==> config.mk <==
export PLATFORM = sky130hd
export DESIGN_NAME = ahb_slave_port_arbiter
export DESIGN_NICKNAME = d
export VERILOG_FILES = /design/src/rtl/ahb_slave_port_arbiter_pkg.sv /design/src/rtl/ahb_slave_port_arbiter_rr_picker.sv /design/src/rtl/ahb_slave_port_arbiter.sv
export SDC_FILE = /design/constraint.sdc
export NUM_CORES = 1
export LEC_CHECK = 0
export BUFFER_PORTS_ARGS = -buffer_cell sky130_fd_sc_hd__buf_2
export CAP_MARGIN = 15
export CORE_ASPECT_RATIO = 2
export CORE_MARGIN = 5
export CORE_UTILIZATION = 41
export CTS_BUF_LIST = sky130_fd_sc_hd__clkbuf_4
export DETAILED_ROUTE_END_ITERATION = 7
export GPL_TIMING_DRIVEN = 0
export PLACE_DENSITY = 0.74
export SYNTH_ARGS = -nofsm -noshare
export SYNTH_HDL_FRONTEND = slang
export SYNTH_SLANG_ARGS = --single-unit
export TNS_END_PERCENT = 10
==> constraint.sdc <==
create_clock -name hclk -period 3.1 [get_ports hclk]
set_input_delay 0.31 -clock hclk [delete_from_list [all_inputs] [get_ports hclk]]
set_output_delay 0.31 -clock hclk [all_outputs]
set_load 0.005 [all_outputs]
==> src/rtl/ahb_slave_port_arbiter_pkg.sv <==
// Shared AHB types for the slave-port arbiter: HTRANS codes, arbiter FSM states
// and the interconnect-wide master count.
package ahb_slave_port_arbiter_pkg;

  localparam int NO_OF_MASTERS = 4;

  typedef enum logic [1:0] {
    IDLE   = 2'b00,
    BUSY   = 2'b01,
    NONSEQ = 2'b10,
    SEQ    = 2'b11
  } htrans_e;

  typedef enum logic [1:0] {
    ARB_IDLE,
    ARB_OWN,
    ARB_LOCK
  } arb_state_t;

  // NONSEQ and SEQ are the only codes that carry a real transfer.
  function automatic logic is_active(input htrans_e t);
    return t[1];
  endfunction

endpackage

==> src/rtl/ahb_slave_port_arbiter_rr_picker.sv <==
// Round-robin picker: scans ptr+1 .. ptr+N (mod N) over req and returns the
// first hit as one-hot grant, binary idx and a found flag. Purely combinational.
module ahb_rr_picker #(
  parameter  int N  = 4,
  localparam int IW = $clog2(N)
) (
  input  logic [N-1:0]  req,
  input  logic [IW-1:0] ptr,
  output logic [N-1:0]  grant,
  output logic [IW-1:0] idx,
  output logic          found
);

  logic [IW-1:0] cand;

  always_comb begin
    grant = '0;
    idx   = '0;
    found = 1'b0;
    cand  = '0;
    for (int k = 1; k <= N; k++) begin
      cand = IW'((int'(ptr) + k) % N);
      if (!found && req[cand]) begin
        found = 1'b1;
        idx   = cand;
      end
    end
    grant[idx] = found;
  end

endmodule

==> src/rtl/ahb_slave_port_arbiter.sv <==
// Per-slave AHB ownership controller: round-robin, burst- and lock-aware grant
// (grant_o/owner_id_o/owner_valid_o/hsel_o) plus data-phase owner tracking.
module ahb_slave_port_arbiter
  import ahb_slave_port_arbiter_pkg::*;
#(
  parameter  int NUM_MASTERS    = NO_OF_MASTERS,
  parameter  int MAX_HOLD_BEATS = 16,
  localparam int MIDW           = $clog2(NUM_MASTERS)
) (
  input  logic                     hclk,
  input  logic                     hresetn,
  input  logic [NUM_MASTERS-1:0]   req_i,
  input  logic [2*NUM_MASTERS-1:0] htrans_i,
  input  logic [NUM_MASTERS-1:0]   hmastlock_i,
  input  logic                     hready_i,
  output logic [NUM_MASTERS-1:0]   grant_o,
  output logic [MIDW-1:0]          owner_id_o,
  output logic                     owner_valid_o,
  output logic                     hsel_o,
  output logic [MIDW-1:0]          dphase_id_o,
  output logic                     dphase_valid_o
);

  localparam int HW = $clog2(MAX_HOLD_BEATS + 1);
  localparam logic [MIDW-1:0] PTR_RST = MIDW'(NUM_MASTERS - 1);
  localparam logic [HW-1:0] HOLD_MAX = HW'(MAX_HOLD_BEATS);

  arb_state_t state;
  logic [MIDW-1:0] rr_ptr;
  logic [HW-1:0] hold_cnt;

  logic [NUM_MASTERS-1:0] win;
  logic [MIDW-1:0] win_id;
  logic found;

  htrans_e own_tr;
  logic own_req;
  logic own_lock;
  logic others_req;
  logic hold_sat;
  logic rearb;

  ahb_rr_picker #(
    .N(NUM_MASTERS)
  ) u_picker (
    .req  (req_i),
    .ptr  (rr_ptr),
    .grant(win),
    .idx  (win_id),
    .found(found)
  );

  always_comb begin
    own_tr   = IDLE;
    own_req  = 1'b0;
    own_lock = 1'b0;
    for (int m = 0; m < NUM_MASTERS; m++) begin
      if (owner_id_o == MIDW'(m)) begin
        own_tr   = htrans_e'(htrans_i[2*m +: 2]);
        own_req  = req_i[m];
        own_lock = hmastlock_i[m];
      end
    end
  end

  assign hsel_o     = owner_valid_o && is_active(own_tr);
  assign others_req = |(req_i & ~grant_o);
  assign hold_sat   = (hold_cnt >= HOLD_MAX);

  // Handover points: never inside a burst (SEQ/BUSY) and never while locked.
  always_comb begin
    rearb = 1'b0;
    unique case (1'b1)
      state == ARB_IDLE:
        rearb = 1'b1;
      state == ARB_OWN:
        rearb = !own_lock &&
                (own_tr == IDLE ||
                 (own_tr == NONSEQ &&
                  (!own_req || (hold_sat && others_req))));
      state == ARB_LOCK:
        rearb = !own_lock && own_tr == IDLE;
      default:
        rearb = 1'b0;
    endcase
  end

  always_ff @(posedge hclk or negedge hresetn) begin
    if (!hresetn) begin
      state          <= ARB_IDLE;
      rr_ptr         <= PTR_RST;
      hold_cnt       <= '0;
      grant_o        <= '0;
      owner_id_o     <= '0;
      owner_valid_o  <= 1'b0;
      dphase_id_o    <= '0;
      dphase_valid_o <= 1'b0;
    end else if (hready_i) begin
      dphase_valid_o <= hsel_o;
      if (hsel_o) dphase_id_o <= owner_id_o;
      if (rearb) begin
        hold_cnt <= '0;
        if (found) begin
          grant_o       <= win;
          owner_id_o    <= win_id;
          owner_valid_o <= 1'b1;
          rr_ptr        <= win_id;
          state         <= hmastlock_i[win_id] ? ARB_LOCK : ARB_OWN;
        end else begin
          grant_o       <= '0;
          owner_valid_o <= 1'b0;
          state         <= ARB_IDLE;
        end
      end else begin
        if (hsel_o && !hold_sat) hold_cnt <= hold_cnt + HW'(1);
        if (state == ARB_OWN && own_lock) state <= ARB_LOCK;
      end
    end
  end

endmodule
; ---- Yosys cells after proc, flatten, opt, wreduce, memory -nomap -nowiden
; Index checks and enable logic that the tools add are counted.
[totals]
elab_cells = 100
ff_bits = 19
input_bits = 19
out_inout_bits = 11
[classes]
bitwise = 3
n_mux = 41
reduce_logical = 30
n_addsub = 5
order_cmp = 7
n_eq_ne = 6
[op_table]
columns = operator, n
row1 = 2-bit 2-to-1 mux, 12
row2 = 1-bit 2-to-1 mux, 19
row3 = "2-bit by 3-bit less-than comparator with 1-bit output, second input constant", 5
row4 = 1-bit logical AND, 11
row5 = 1-bit binary-select mux with 2-bit select, 5
row6 = 5-bit 2-to-1 mux, 2
row7 = 4-bit AND, 2
row8 = "2-bit equality test, second input constant", 4
row9 = 2-bit AND reduction, 4
row10 = 1-bit zero test, 6
row11 = 2-bit zero test, 3
row12 = "5-bit by 1-bit adder with 5-bit output, second input constant", 1
row13 = "5-bit >= comparator, second input constant", 1
row14 = "2-bit by 1-bit adder with 2-bit output, second input constant", 2
row15 = "2-bit adder, second input constant", 2
row16 = "2-bit by 1-bit equality test with 1-bit output, second input constant", 2
row17 = 4-bit 2-to-1 mux, 1
row18 = 4-bit NOT, 1
row19 = 2-bit nonzero test, 2
row20 = 4-bit OR reduction, 1
row21 = 1-bit one-hot mux with 3 select lines, 1
row22 = 3-bit AND reduction, 1
row23 = 1-bit demux with 2-bit select, 1
row24 = "2-bit by 1-bit >= comparator with 1-bit output, second input constant", 1
row25 = 1-bit logical OR, 2

; ---- Depth between registers and ports, before layout
; Gate-level depths: netlist (run 1).
[depth]
word_depth = 19
depth_mapped = 8
depth_no_buf = 7

; ---- By module
; A second synthesis (run 1) with hierarchy kept.
[hier_totals]
hier_cells = 133
area_unflattened_um2 = 1391.3
[by_module_without_submodules]
columns = mod, seq_area_each_um2, area_per_inst_um2, n_inst, cells_per_inst
row1 = ahb_slave_port_arbiter, 478.0, 1189.9, 1, 103
row2 = ahb_rr_picker, 0.0, 201.4, 1, 30

; ---- Least setup slack after synthesis (run 1)
; Ideal clock, no wire load.
[synth_path]
kind = reg2reg
from = register owner_id_o[0]
to = register owner_id_o[1]
setup_ps = 128
t_required_ps = 2972
arrival_time_ps = 2095
path_buffers = 1
period_less_slack_ps = 2222
path_slack_ps = 878
path_stages_with_launch = 7
path_cell_list = dfrtp_1 > buf_6 > mux4_2 > o32a_1 > a31o_2 > nor2_4 > mux2_1
[synth_between]
elab_chain_len = 12
elab_cells_between_ends = 27
cone_classes = 4 x eq/ne / 13 x mux / 10 x reduce/logical
[synth_rtl]
columns = item, line_no
row1 = start: declaration, ahb_slave_port_arbiter.sv:17  ; output logic [MIDW-1:0] owner_id_o,
row2 = start signal: assignment, ahb_slave_port_arbiter.sv:105  ; owner_id_o <= win_id;
row3 = 2-bit zero test, ahb_slave_port_arbiter.sv:58  ; if (owner_id_o == MIDW'(m)) begin
row4 = 1-bit 2-to-1 mux (4 in series), ahb_slave_port_arbiter.sv:58
row5 = 1-bit zero test, ahb_slave_port_arbiter.sv:80  ; (!own_req || (hold_sat && others_req))));
row6 = 1-bit logical OR, ahb_slave_port_arbiter.sv:80
row7 = 1-bit logical AND, ahb_slave_port_arbiter.sv:79  ; (own_tr == NONSEQ &&
row8 = 1-bit logical OR, ahb_slave_port_arbiter.sv:78  ; (own_tr == IDLE ||
row9 = 1-bit logical AND, ahb_slave_port_arbiter.sv:77  ; rearb = !own_lock &&
row10 = 1-bit one-hot mux with 3 select lines (*), ahb_slave_port_arbiter.sv:73  ; unique case (1'b1)
row11 = 3-bit AND reduction (no source line) (*), -
; Mark *: on every way between the ends. The rest lies on a longest branch, timed or not.
; A chain may end at the register's enable or synchronous reset.

; ---- Worst setup path after layout (run 1)
[layout_path]
from = register owner_id_o[0]
to = register grant_o[0]
[layout_between]
elab_chain_len = 12
elab_cells_between_ends = 27
cone_classes = 4 x eq/ne / 13 x mux / 10 x reduce/logical
[layout_rtl]
columns = item, line_no
row1 = 2-bit zero test, ahb_slave_port_arbiter.sv:58
row2 = 1-bit 2-to-1 mux (4 in series), ahb_slave_port_arbiter.sv:58
row3 = 1-bit zero test, ahb_slave_port_arbiter.sv:80
row4 = 1-bit logical OR, ahb_slave_port_arbiter.sv:80
row5 = 1-bit logical AND, ahb_slave_port_arbiter.sv:79
row6 = 1-bit logical OR, ahb_slave_port_arbiter.sv:78
row7 = 1-bit logical AND, ahb_slave_port_arbiter.sv:77
row8 = 1-bit one-hot mux with 3 select lines (*), ahb_slave_port_arbiter.sv:73
row9 = 2-bit AND reduction (no source line) (*), -
row10 = end signal: assignment, ahb_slave_port_arbiter.sv:104  ; grant_o <= win;
row11 = end: declaration, ahb_slave_port_arbiter.sv:16  ; output logic [NUM_MASTERS-1:0] grant_o,
; Marks and branches as above.

==> metrics.yaml, run 1 <==
clocking:
  cts_max_level: 1
  cts.clk_slew.worst_paths_ns: 0.11
  cts_inserted_buffers: 3
  cts_buffer_depth: 2
  postCtsResizedCells: 0
  cts_tree: "built"
  cts-root-buf: "clkbuf_4"
  clock-sinks: 19
  clkLatencyLatePin_ns: 0.30
yosys:
  ys_ff_latch: 19
  syn_area_sq_um: 1280
  synth-edff-count: 0
  synth-seq-area-share: 0.373
  synth_nets: 147
  synthTopCellsByArea: "dfrtp_1 33%, ha_1 5.9%, nor2b_1 4.4%"
  ys_warn_count: 0
  ys.flop_type: "dfrtp_1"
  synth.largest_area_cell: "dfrtp_1"
  synth_top_area_frac: 0.332
  synth_cell_types: 43
  synth_area_per_cell_sq_um: 10.5
  async_reset_ff_frac: 1.00
  syn_inst: 122
power_and_ir_drop:
  power.density_nw_per_um2: 844
  pwr-share-seq: 0.365
  total_leakage_power_uw: 0.000691
  clockPowerShare: 0.102
  combPwrFrac: 0.533
  intPower_uw: 740
  ir_worst_vdd_mv: 0.430
  total_power_uw: 1260
  power.switching_uw: 523
  swShare: 0.414
cells_and_area:
  area_growth_pct: 16.8
  multi_input_comb_area_sq_um: 736
  antenna_cells: 0
  fillers: 268
  layout.core_utilization: 0.503
  stdcell_area_sq_um: 1500
  layout.nets: 181
  drive_above_1_share: 0.316
  seq_area_sq_um: 478
status:
  status: "finished clean"
global_routing:
  grt_pass1_wl_mm: 5.02
  grt_usage: 0.146
  gr-total-overflow: 0
  grt_util_met2: 0.283
  busiest_layer: "met2"
  met1_usage: 0.144
  grt_pass1_vias: 1081
  grt_antenna_before_repair: 0
  met3_usage: 0.0200
  grt_max_degree: 20
placement:
  dp_slack_ns: 0.744
  routabilityCongestion: 0.807
  dpl_cell_area_sq_um: 1460
  portBuffers: 28
  dp_hpwl_mm: 2.50
critical_path:
  max_stage_delay_ns: 0.52
  worst_ep_arrival_time_ns: 2.57
  cp_max_fo: 6
  start_kind: "flop"
  critical_path_class: "reg -> reg"
  required_ns: 3.30
  crit_chain: "buf_6 -> mux4_2 -> o32a_1 -> a311oi_4 -> mux2_2"
  endpoint_kind: "flop"
  slowest_stage: "mux4_2"
  critPathTopFamily: "multiplexers"
  crit_buf_inv: 1
floorplan:
  dieArea_sq_um: 4410
  die_height_microns: 89.1
  coreArea_sq_um: 2980
  pin_count: 30
  start_util: 0.430
  rows: 28
  fp.dieW_microns: 49.5
timing:
  fin_worst_skew_ns: 0.00467
  timing.fmax_mhz: 421
  min_period_over_period: 0.766
  rsz0062_at_grt: "no"
  tightest_slew_ns: 0.677
  hold_viol_final: 0
  layout_setup_ws_ns: 0.726
  setup_viol: 0
  min_period_ns: 2.37
  slew_headroom: 0.543
  timing.setup.tns_ns: 0
  report.final.slew_viol_count: 0
route:
  wire_per_inst_microns: 16.3
  first_pass_iters: 4
  drt-initial-drc-count: 20
  totalWireLength_mm: 3.02
  drc: 0
  vias_per_cell: 5.91
  antenna_left: 0
  vias: 1094
flow_run:
  maxCapViolCount: 0
hold_path:
  hp-class: "in -> reg"
[layer usage]
| layer | wire [microns] | vias to the layer above | part of all wire |
|---|---|---|---|
| met5 | 0 | - | 0 |
| met4 | 104 | 0 | 0.034 |
| met3 | 94 | 11 | 0.031 |
| met2 | 1780 | 27 | 0.59 |
| met1 | 1040 | 545 | 0.34 |
| li1 | - | 511 | - |
[timing repair]
item / 4_1_cts / 5_1_grt
buffers inserted: 0 / 0
hold endpoints to repair: 17 / 0
hold buffers: 1 / 0
[cell usage in the layout (no fill, tap or decap), types with 3 or more instances in the layout]
cell      instances
mux2_1            4
ha_1              6
o21ai_0           5
nand3_1           7
a31oi_1           3
o21a_1            4
nor2b_1           9
nor2_1            9
buf_2            28
mux2_2            4
clkbuf_4          3
inv_1            11
dfrtp_1          17
[registers in the layout, summed over array words and instances, names as in the netlist]
name and cells:
rr_ptr 2, owner_valid_o 1, hold_cnt 5, dphase_valid_o 1, dphase_id_o 2, state 2, owner_id_o 2, grant_o 4
[power groups by stage]
stage / Combinational, uW / Clock (uW) / Sequential (uW)
2_1_floorplan: 481 / 0 / 445
3_3_place_gp: 649 / 0 / 458
3_5_place_dp: 679 / 0 / 466
4_1_cts: 681 / 129 / 460
5_1_grt: 746 / 140 / 478
6_report: 673 / 129 / 461
[path summary, 6_finish.rpt]
kind | from | endpoint | slack, ns | cells after the start
min in group asynchronous | hresetn | owner_id_o[0] | 0.46 | 2
max in group asynchronous | hresetn | rr_ptr[1] | 2.30 | 2
min reg2reg | dphase_id_o[0] | dphase_id_o[0] | 0.52 | 1
max | owner_id_o[0] | grant_o[0] | 0.73 | 5
min | hready_i | dphase_valid_o | 0.27 | 2
max reg2reg | owner_id_o[0] | grant_o[0] | 0.73 | 5
[metrics by stage]
step	instances	hold WS, ns
2_1_floorplan	122	0.0144
3_3_place_gp	180	0.264
3_5_place_dp	180	0.279
4_1_cts	185	0.279
5_1_grt	185	0.270
6_report	185	0.274
[worst register-to-register path: cells and delay by family (launching register included)]
kind	cells	cell delay [ns]
multiplexers	2	0.92
flip-flops	1	0.38
AO/OA/AOI/OAI	2	0.83
buffers and inverters	1	0.14
[cell type report]
cell class | count | share of cell area
Multi-Input combinational cell | 89 | 0.492
Sequential cell | 19 | 0.319
Timing Repair Buffer | 29 | 0.100
Inverter | 11 | 0.0276
Tap cell | 30 | 0.0251
Buffer | 3 | 0.0176
Clock buffer | 3 | 0.0151
Clock inverter | 1 | 0.00334
[cell usage after synthesis (2+ instances only)]
library cell   n
a31oi_1        3
buf_6          2
dfrtp_1       17
dfstp_2        2
ha_1           6
inv_1         11
mux2_1         4
mux2_2         4
mux4_1         2
mux4_2         2
nand2_1        2
nand2b_1       2
nand3_1        7
nand4_1        2
nor2_1         9
nor2b_1        9
nor3_1         2
o21a_1         4
o21ai_0        5
o21ai_1        2
o31ai_1        2
xor2_1         2
[logic make-up (layout without fill, tap and decap cells)]
family,after synthesis,after routing,synth area share
AND/OR/NAND/NOR,40,40,0.179
buffers and inverters,14,47,0.0527
flip-flops,19,19,0.373
AO/OA/AOI/OAI,29,29,0.177
adder cells (fa/ha/maj),6,6,0.0586
XOR/XNOR,2,2,0.0137
multiplexers,12,12,0.146
No activity file was read; power rests on OpenSTA's default activity.
==> run 2: changes to the inputs <==
--- a/config.mk
+++ b/config.mk
@@ -5,6 +5,7 @@
 export SDC_FILE = /design/constraint.sdc
 export NUM_CORES = 1
 export LEC_CHECK = 0
+export ABC_AREA = 1
 export BUFFER_PORTS_ARGS = -buffer_cell sky130_fd_sc_hd__buf_2
 export CAP_MARGIN = 15
 export CORE_ASPECT_RATIO = 2
@@ -13,7 +14,7 @@
 export CTS_BUF_LIST = sky130_fd_sc_hd__clkbuf_4
 export DETAILED_ROUTE_END_ITERATION = 7
 export GPL_TIMING_DRIVEN = 0
-export PLACE_DENSITY = 0.74
+export PLACE_DENSITY = 0.73
 export SYNTH_ARGS = -nofsm -noshare
 export SYNTH_HDL_FRONTEND = slang
 export SYNTH_SLANG_ARGS = --single-unit
==> constraint.sdc (replaced) <==
create_clock -name hclk -period 2.24 [get_ports hclk]
set_input_delay 0.224 -clock hclk [delete_from_list [all_inputs] [get_ports hclk]]
set_output_delay 0.224 -clock hclk [all_outputs]
set_load 0.005 [all_outputs]
==> run 2 against run 1 <==
  * Synthesized area rose by 11%
  * Synthesized cell count rose by 64%
  * First-iteration DRC count fell by 10%
  * Register-to-register slack got worse by 0.38 ns
  * Critical path depth rose by 10
  * Global-route usage rose by 1.0 points
  * Maximum frequency rose by 25%
  * Routed wire length rose by 11%
  * Hold slack got worse by 0.048 ns
  * Die area rose by 8.9%
  * Setup slack got worse by 0.38 ns
==> metrics.yaml, run 2 <==
clocking:
  cts_tree: "built"
  cts.clk_slew.worst_paths_ns: 0.12  # about the same
  cts-root-buf: "clkbuf_4"
  clock-sinks: 19  # unchanged
  clkLatencyLatePin_ns: 0.30  # about the same
  postCtsResizedCells: 0  # unchanged
  cts_inserted_buffers: 3  # unchanged
  holdBufCountCts: 1  # unchanged
  cts_buffer_depth: 2  # unchanged
  cts_max_level: 1  # unchanged
  postCtsSetupRepairBufs: 0  # unchanged
yosys:
  synth_cell_types: 24  # -44%
  syn_area_sq_um: 1420  # +11%
  synth_area_per_cell_sq_um: 7.08  # -33%
  synth-seq-area-share: 0.337  # -0.0356
  synth.largest_area_cell: "dfrtp_1"
  ys_ff_latch: 19  # unchanged
  synthTopCellsByArea: "dfrtp_1 30%, nand2_1 17%, nand2_2 8.0%"
  syn_inst: 200  # +64%
  synth_nets: 225  # +53%
  synth-edff-count: 0  # unchanged
  ys_warn_count: 0  # unchanged
  async_reset_ff_frac: 1.00  # unchanged
  netlist_top_cells_count: "65 x nand2_1, 24 x inv_1, 18 x nand2_2"
  yosysMostFrequentCell: "nand2_1"
  ys.flop_type: "dfrtp_1"
  synth_top_area_frac: 0.300  # -0.0317
critical_path:
  critPathTopFamily: "simple AND/OR/NAND/NOR gates"
  crit_buf_inv: 1  # unchanged
  slowest_stage: "dfstp_2"
  cp_max_fo: 7  # +1
  critical_path_class: "reg -> reg"
  endpoint_kind: "flop"
  required_ns: 2.45  # -0.85 ns
  crit_chain: "inv_1 -> nand2_1 -> nand2_2 -> nand2_2 -> nand2_4 -> nor2_4 -> nand3_2 -> nand2_2 -> nand2_2 -> nand2_2 -> nand2_1 -> nand2_1 -> nand2_2 -> nand2_2 -> a21oi_2"
  max_stage_delay_ns: 0.62  # +0.10 ns
  worst_ep_arrival_time_ns: 2.11  # -0.46 ns
  worst_path_most_repeated_cell: "nand2_2"
  start_kind: "flop"
floorplan:
  dieArea_sq_um: 4800  # +8.9%
  die_height_microns: 93.1  # +4.6%
  start_util: 0.419  # -0.0110
  rows: 30  # +7.1%
  pin_count: 30  # unchanged
  fp.dieW_microns: 51.6  # +4.1%
  coreArea_sq_um: 3380  # +13%
cells_and_area:
  area_growth_pct: 15.7
  layout_commonest_cell: "nand2_1"
  largest_register_ffs: 5  # unchanged
  layout.nets: 260  # +44%
  fillers: 351  # +31%
  layout.core_utilization: 0.485  # -0.0173
  drive_above_1_share: 0.308  # -0.00844
  largest_register: "hold_cnt"
  reg.largest.list: "hold_cnt x5, grant_o x4"
  antenna_cells: 0  # unchanged
  final_cell_mix: "65 x nand2_1, 29 x buf_2, 24 x inv_1"
route:
  vias_per_cell: 5.05  # -15%
  vias: 1342  # +23%
  first_pass_iters: 4  # unchanged
  totalWireLength_mm: 3.36  # +11%
  drt-initial-drc-count: 18  # -10%
  antenna_left: 0  # unchanged
  wire_per_inst_microns: 12.6  # -23%
  drc: 0  # unchanged
global_routing:
  grt_pass1_vias: 1320  # +22%
  gr-total-overflow: 0  # unchanged
  grt_antenna_before_repair: 0  # unchanged
  grt_usage: 0.156  # +0.00998
  grt_max_degree: 20  # unchanged
  grt_pass1_wl_mm: 5.69  # +13%
timing:
  layout_setup_ws_ns: 0.342  # -0.384 ns
  report.final.slew_viol_count: 0  # unchanged
  min_period_ns: 1.90  # -0.476 ns
  min_period_over_period: 0.847  # +0.0814
  tightest_slew_ns: 0.433  # -0.244 ns
  timing.hold.ws_ns: 0.225  # -0.0485 ns
  timing.fmax_mhz: 527  # +25%
  hold_viol_final: 0  # unchanged
  setup_viol: 0  # unchanged
  rsz0062_at_grt: "no"
  fin_worst_skew_ns: 0.00366  # -0.00101 ns
  slew_headroom: 0.711  # +0.168
  timing.setup.tns_ns: 0  # unchanged
power_and_ir_drop:
  power.density_nw_per_um2: 1470  # +74%
  total_power_uw: 2410  # +91%
  ir_worst_vdd_mv: 0.751  # +75%
  total_leakage_power_uw: 0.000913  # +32%
placement:
  portBuffers: 29  # +3.6%
  dp_slack_ns: 0.357  # -0.387 ns
  routabilityCongestion: 0.982  # +22%
  dp_hpwl_mm: 2.83  # +13%
flow_run:
  maxCapViolCount: 0  # unchanged
hold_path:
  hp-class: "in -> reg"
status:
  status: "finished clean"
[run 2: cell count changes in the layout (fill, tap and decap cells not counted), sizes merged, moves of 3 or more]
| cell | previous run | this run |
|---|---|---|
| o21a | 4 | 0 |
| mux4 | 4 | 0 |
| a31oi | 3 | 0 |
| nand2 | 2 | 84 |
| nand3 | 7 | 18 |
| o21ai | 7 | 19 |
| mux2 | 8 | 0 |
| nor2b | 9 | 0 |
| nor2 | 10 | 14 |
| inv | 11 | 28 |
[run 2: kinds of logic after synthesis]
kind of cell / share of synthesized area
flip-flops: 0.337
XOR/XNOR: 0.0186
AO/OA/AOI/OAI: 0.0989
AND/OR/NAND/NOR: 0.408
adder cells (fa/ha/maj): 0.0530
buffers and inverters: 0.0839
[run 2: where the power goes]
group          switching [uW]  internal (uW)  total [uW]
registers                 148            500         648
logic                    1020            562        1580
clock network             114           66.6         180
total                    1280           1130        2410
[run 2: final timing paths]
check	from	end	slack, ns	depth (start not counted)
worst max-delay path	rr_ptr[1]	state[1]	0.34	15
worst min-delay path	hready_i	dphase_valid_o	0.23	4
worst max register to register	rr_ptr[1]	state[1]	0.34	15
worst min register to register	dphase_valid_o	dphase_valid_o	0.50	2
max in group asynchronous	hresetn	rr_ptr[1]	1.53	2
min in group asynchronous	hresetn	owner_id_o[0]	0.38	2
[run 2: cell type report]
| cell class | instances | area [sq um] | share of cell area |
|---|---|---|---|
| buffer | 1 | 11.3 | 0.00687 |
| clock inverter | 1 | 5.00 | 0.00305 |
| timing repair buffer | 30 | 155 | 0.0947 |
| clock buffer | 3 | 22.5 | 0.0137 |
| sequential | 19 | 478 | 0.292 |
| tap | 32 | 40.0 | 0.0244 |
| multi-input combinational | 152 | 820 | 0.500 |
| inverter | 28 | 108 | 0.0656 |
[run 2: worst register-to-register path: stages (launching register included)]
cell and delay [ns]:
dfstp_2 0.62, inv_1 0.13, nand2_1 0.09, nand2_2 0.06, nand2_2 0.08, nand2_4 0.08
nor2_4 0.11, nand3_2 0.07, nand2_2 0.10, nand2_2 0.11, nand2_2 0.07, nand2_1 0.05
nand2_1 0.07, nand2_2 0.07, nand2_2 0.06, a21oi_2 0.04
[run 2: metal layers]
| metal | track usage | share of wire |
|---|---|---|
| met2 | 0.291 | 0.57 |
| met4 | 0.0963 | 0.040 |
| met3 | 0.00797 | 0.034 |
| met5 | 0 | 0 |
| met1 | 0.162 | 0.35 |
[run 2: metrics by stage]
stage / std cells / instance area [sq um]
final: 266 / 1640
after global routing: 266 / 1640
after CTS: 266 / 1640
after detailed placement: 261 / 1600
after global placement: 261 / 1600
after floorplan: 200 / 1420
==> run 3: changes to the inputs <==
==> constraint.sdc (replaced) <==
create_clock -name hclk -period 1.9 [get_ports hclk]
set_input_delay 0.19 -clock hclk [delete_from_list [all_inputs] [get_ports hclk]]
set_output_delay 0.19 -clock hclk [all_outputs]
set_load 0.005 [all_outputs]
==> run 3 against run 2 <==
  * The flow now finishes with violations (negative setup slack)
  * Maximum frequency down 2.8%
  * Combinational power grew 58%
  * Clock power is 21% higher
  * Global-route usage unchanged
  * First-iteration DRC count did not move
  * Final cell count increased by 3.4%
==> metrics.yaml, run 3 (synthesized netlist as in run 2, its figures left out) <==
status:
  status: "finished, violations left"
  failed_checks: "negative setup slack"
critical_path:
  crit_chain: "buf_12 -> nand2_1 -> nand2_4 -> nand2_4 -> nand2_4 -> nor2_4 -> nand3_2 -> nand3_2 -> nor2_4 -> inv_4 -> nand2_2 -> nand2_2 -> nand2_2 -> a21oi_2"
  endpoint_kind: "flop"
  critical_path_class: "reg -> reg"
  critPathTopFamily: "simple AND/OR/NAND/NOR gates"
  start_kind: "flop"
  required_ns: 2.11  # -0.34 ns
  r2r_setup_slack_ns: -0.05  # -0.39 ns
  regToRegStartpoint: "rr_ptr[0]"
  cp_max_fo: 4  # -3
  crit_buf_inv: 2  # +1
  ff2ff_path_depth: 14  # -1
  slowest_stage: "dfstp_2"
  path_depth: 14  # -1
  r2r_end: "state[1]"
  worst_ep_arrival_time_ns: 2.17  # +0.06 ns
  max_stage_delay_ns: 0.63  # about the same
route:
  totalWireLength_mm: 3.78  # +12%
  wire_per_inst_microns: 13.7  # +8.8%
  drt-initial-drc-count: 18  # unchanged
  vias: 1429  # +6.5%
  first_pass_iters: 4  # unchanged
  antenna_left: 0  # unchanged
  vias_per_cell: 5.20  # +3.0%
  drc: 0  # unchanged
cells_and_area:
  antenna_cells: 0  # unchanged
  layout_commonest_cell: "nand2_1"
  area_growth_pct: 30.7
  drive_above_1_share: 0.395  # +0.0874
  reg.largest.list: "hold_cnt x5, grant_o x4"
  seq_area_sq_um: 479  # +0.26%
  fillers: 332  # -5.4%
  largest_register_ffs: 5  # unchanged
  final_cell_mix: "59 x nand2_1, 29 x buf_2, 24 x inv_1"
  multi_input_comb_area_sq_um: 942  # +15%
  layout.nets: 269  # +3.5%
  largest_register: "hold_cnt"
  final_cells: 275  # +3.4%
  layout.core_utilization: 0.548  # +0.0630
global_routing:
  busiest_layer: "met2"
  gr-total-overflow: 0  # unchanged
  grt_util_met2: 0.291  # unchanged
  grt_max_degree: 20  # unchanged
  grt_usage: 0.156  # unchanged
  grt_antenna_before_repair: 0  # unchanged
  grt_pass1_wl_mm: 5.69  # unchanged
  grt_pass1_vias: 1320  # unchanged
  met1_usage: 0.162  # unchanged
  met3_usage: 0.00797  # unchanged
clocking:
  cts.clk_slew.worst_paths_ns: 0.12  # about the same
  cts_buffer_depth: 2  # unchanged
  cts_inserted_buffers: 3  # unchanged
  cts_tree: "built"
  clkLatencyLatePin_ns: 0.31  # about the same
  cts-root-buf: "clkbuf_4"
  clock-sinks: 19  # unchanged
  cts_max_level: 1  # unchanged
power_and_ir_drop:
  power.density_nw_per_um2: 1860  # +27%
  total_leakage_power_uw: 0.00100  # +10%
  ir_worst_vdd_mv: 1.11  # +48%
placement:
  dp_hpwl_mm: 2.83  # unchanged
  routabilityCongestion: 0.982  # unchanged
  post-place-cells: 261  # unchanged
  portBuffers: 29  # unchanged
hold_path:
  hp-start: "hready_i"
  hp-class: "in -> reg"
  hold_depth: 4  # unchanged
  hold_path_end: "dphase_valid_o"
floorplan:
  fp.dieW_microns: 51.6  # unchanged
  rows: 30  # unchanged
  start_util: 0.419  # unchanged
  die_height_microns: 93.1  # unchanged
  dieArea_sq_um: 4800  # unchanged
  pin_count: 30  # unchanged
  coreArea_sq_um: 3380  # unchanged
timing:
  timing.setup.tns_ns: -0.105  # -0.105 ns
  layout_setup_ws_ns: -0.0519  # -0.394 ns
  rsz0062_at_grt: "yes"
  hold_viol_final: 0  # unchanged
  report.final.slew_viol_count: 0  # unchanged
  tightest_slew_ns: 0.438  # +0.00475 ns
  timing.fmax_mhz: 512  # -2.8%
  fin_worst_skew_ns: 0.00737  # +0.00371 ns
  min_period_ns: 1.95  # +0.0540 ns
  slew_headroom: 0.708  # -0.00317
  min_period_over_period: 1.03  # +0.180
  setup_viol: 3  # +3
flow_run:
  maxCapViolCount: 0  # unchanged
-- run 3: worst max path at each step --
stage / start / end
CTS: rr_ptr[1] / state[1]
floorplan: rr_ptr[1] / state[1]
detailed placement: rr_ptr[1] / state[1]
global route: rr_ptr[0] / state[1]
global placement: rr_ptr[1] / state[1]
finish: rr_ptr[0] / state[1]
-- run 3: metal layers --
metal | share of wire | vias up
met5 | 0 | -
met4 | 0.039 | 0
met3 | 0.042 | 12
met2 | 0.58 | 39
met1 | 0.34 | 664
li1 | - | 714
-- run 3: cell type report --
| cell class | count | area share |
|---|---|---|
| multi-input cells | 152 | 0.509 |
| flip-flops and latches | 19 | 0.259 |
| repair buffers | 39 | 0.129 |
| inverters | 28 | 0.0608 |
| well taps | 32 | 0.0216 |
| clock buffers | 3 | 0.0122 |
| plain buffers | 1 | 0.00608 |
| clock inverters | 1 | 0.00270 |
-- run 3: tightest hold or removal path: cells and delay by family --
family,cells,cell delay [ns]
AND/OR/NAND/NOR,2,0.09
buffers and inverters,2,0.19
-- run 3: repair_timing --
action	4_1_cts	5_1_grt
hold buffers	1	0
gates resized for setup	0	34
buffers inserted	0	9
endpoints found under the hold margin	17	0
setup endpoints to repair	0	16
-- run 3: power breakdown --
part           switching, uW  internal [uW]
sequential               150            590
clock                    138           78.6
combinational           1540            950
-- run 3: per-stage QoR --
stage | area [sq um] | hold WS [ns] | worst slack [ns] | total power, uW
floorplan | 1420 | -0.106 | 0.223 | 2200
global placement | 1600 | 0.152 | 0.0171 | 2620
detailed placement | 1600 | 0.159 | 0.0169 | 2660
CTS | 1640 | 0.194 | 0.00328 | 2880
global route | 1850 | 0.250 | -0.135 | 3750
finish | 1850 | 0.202 | -0.0519 | 3450
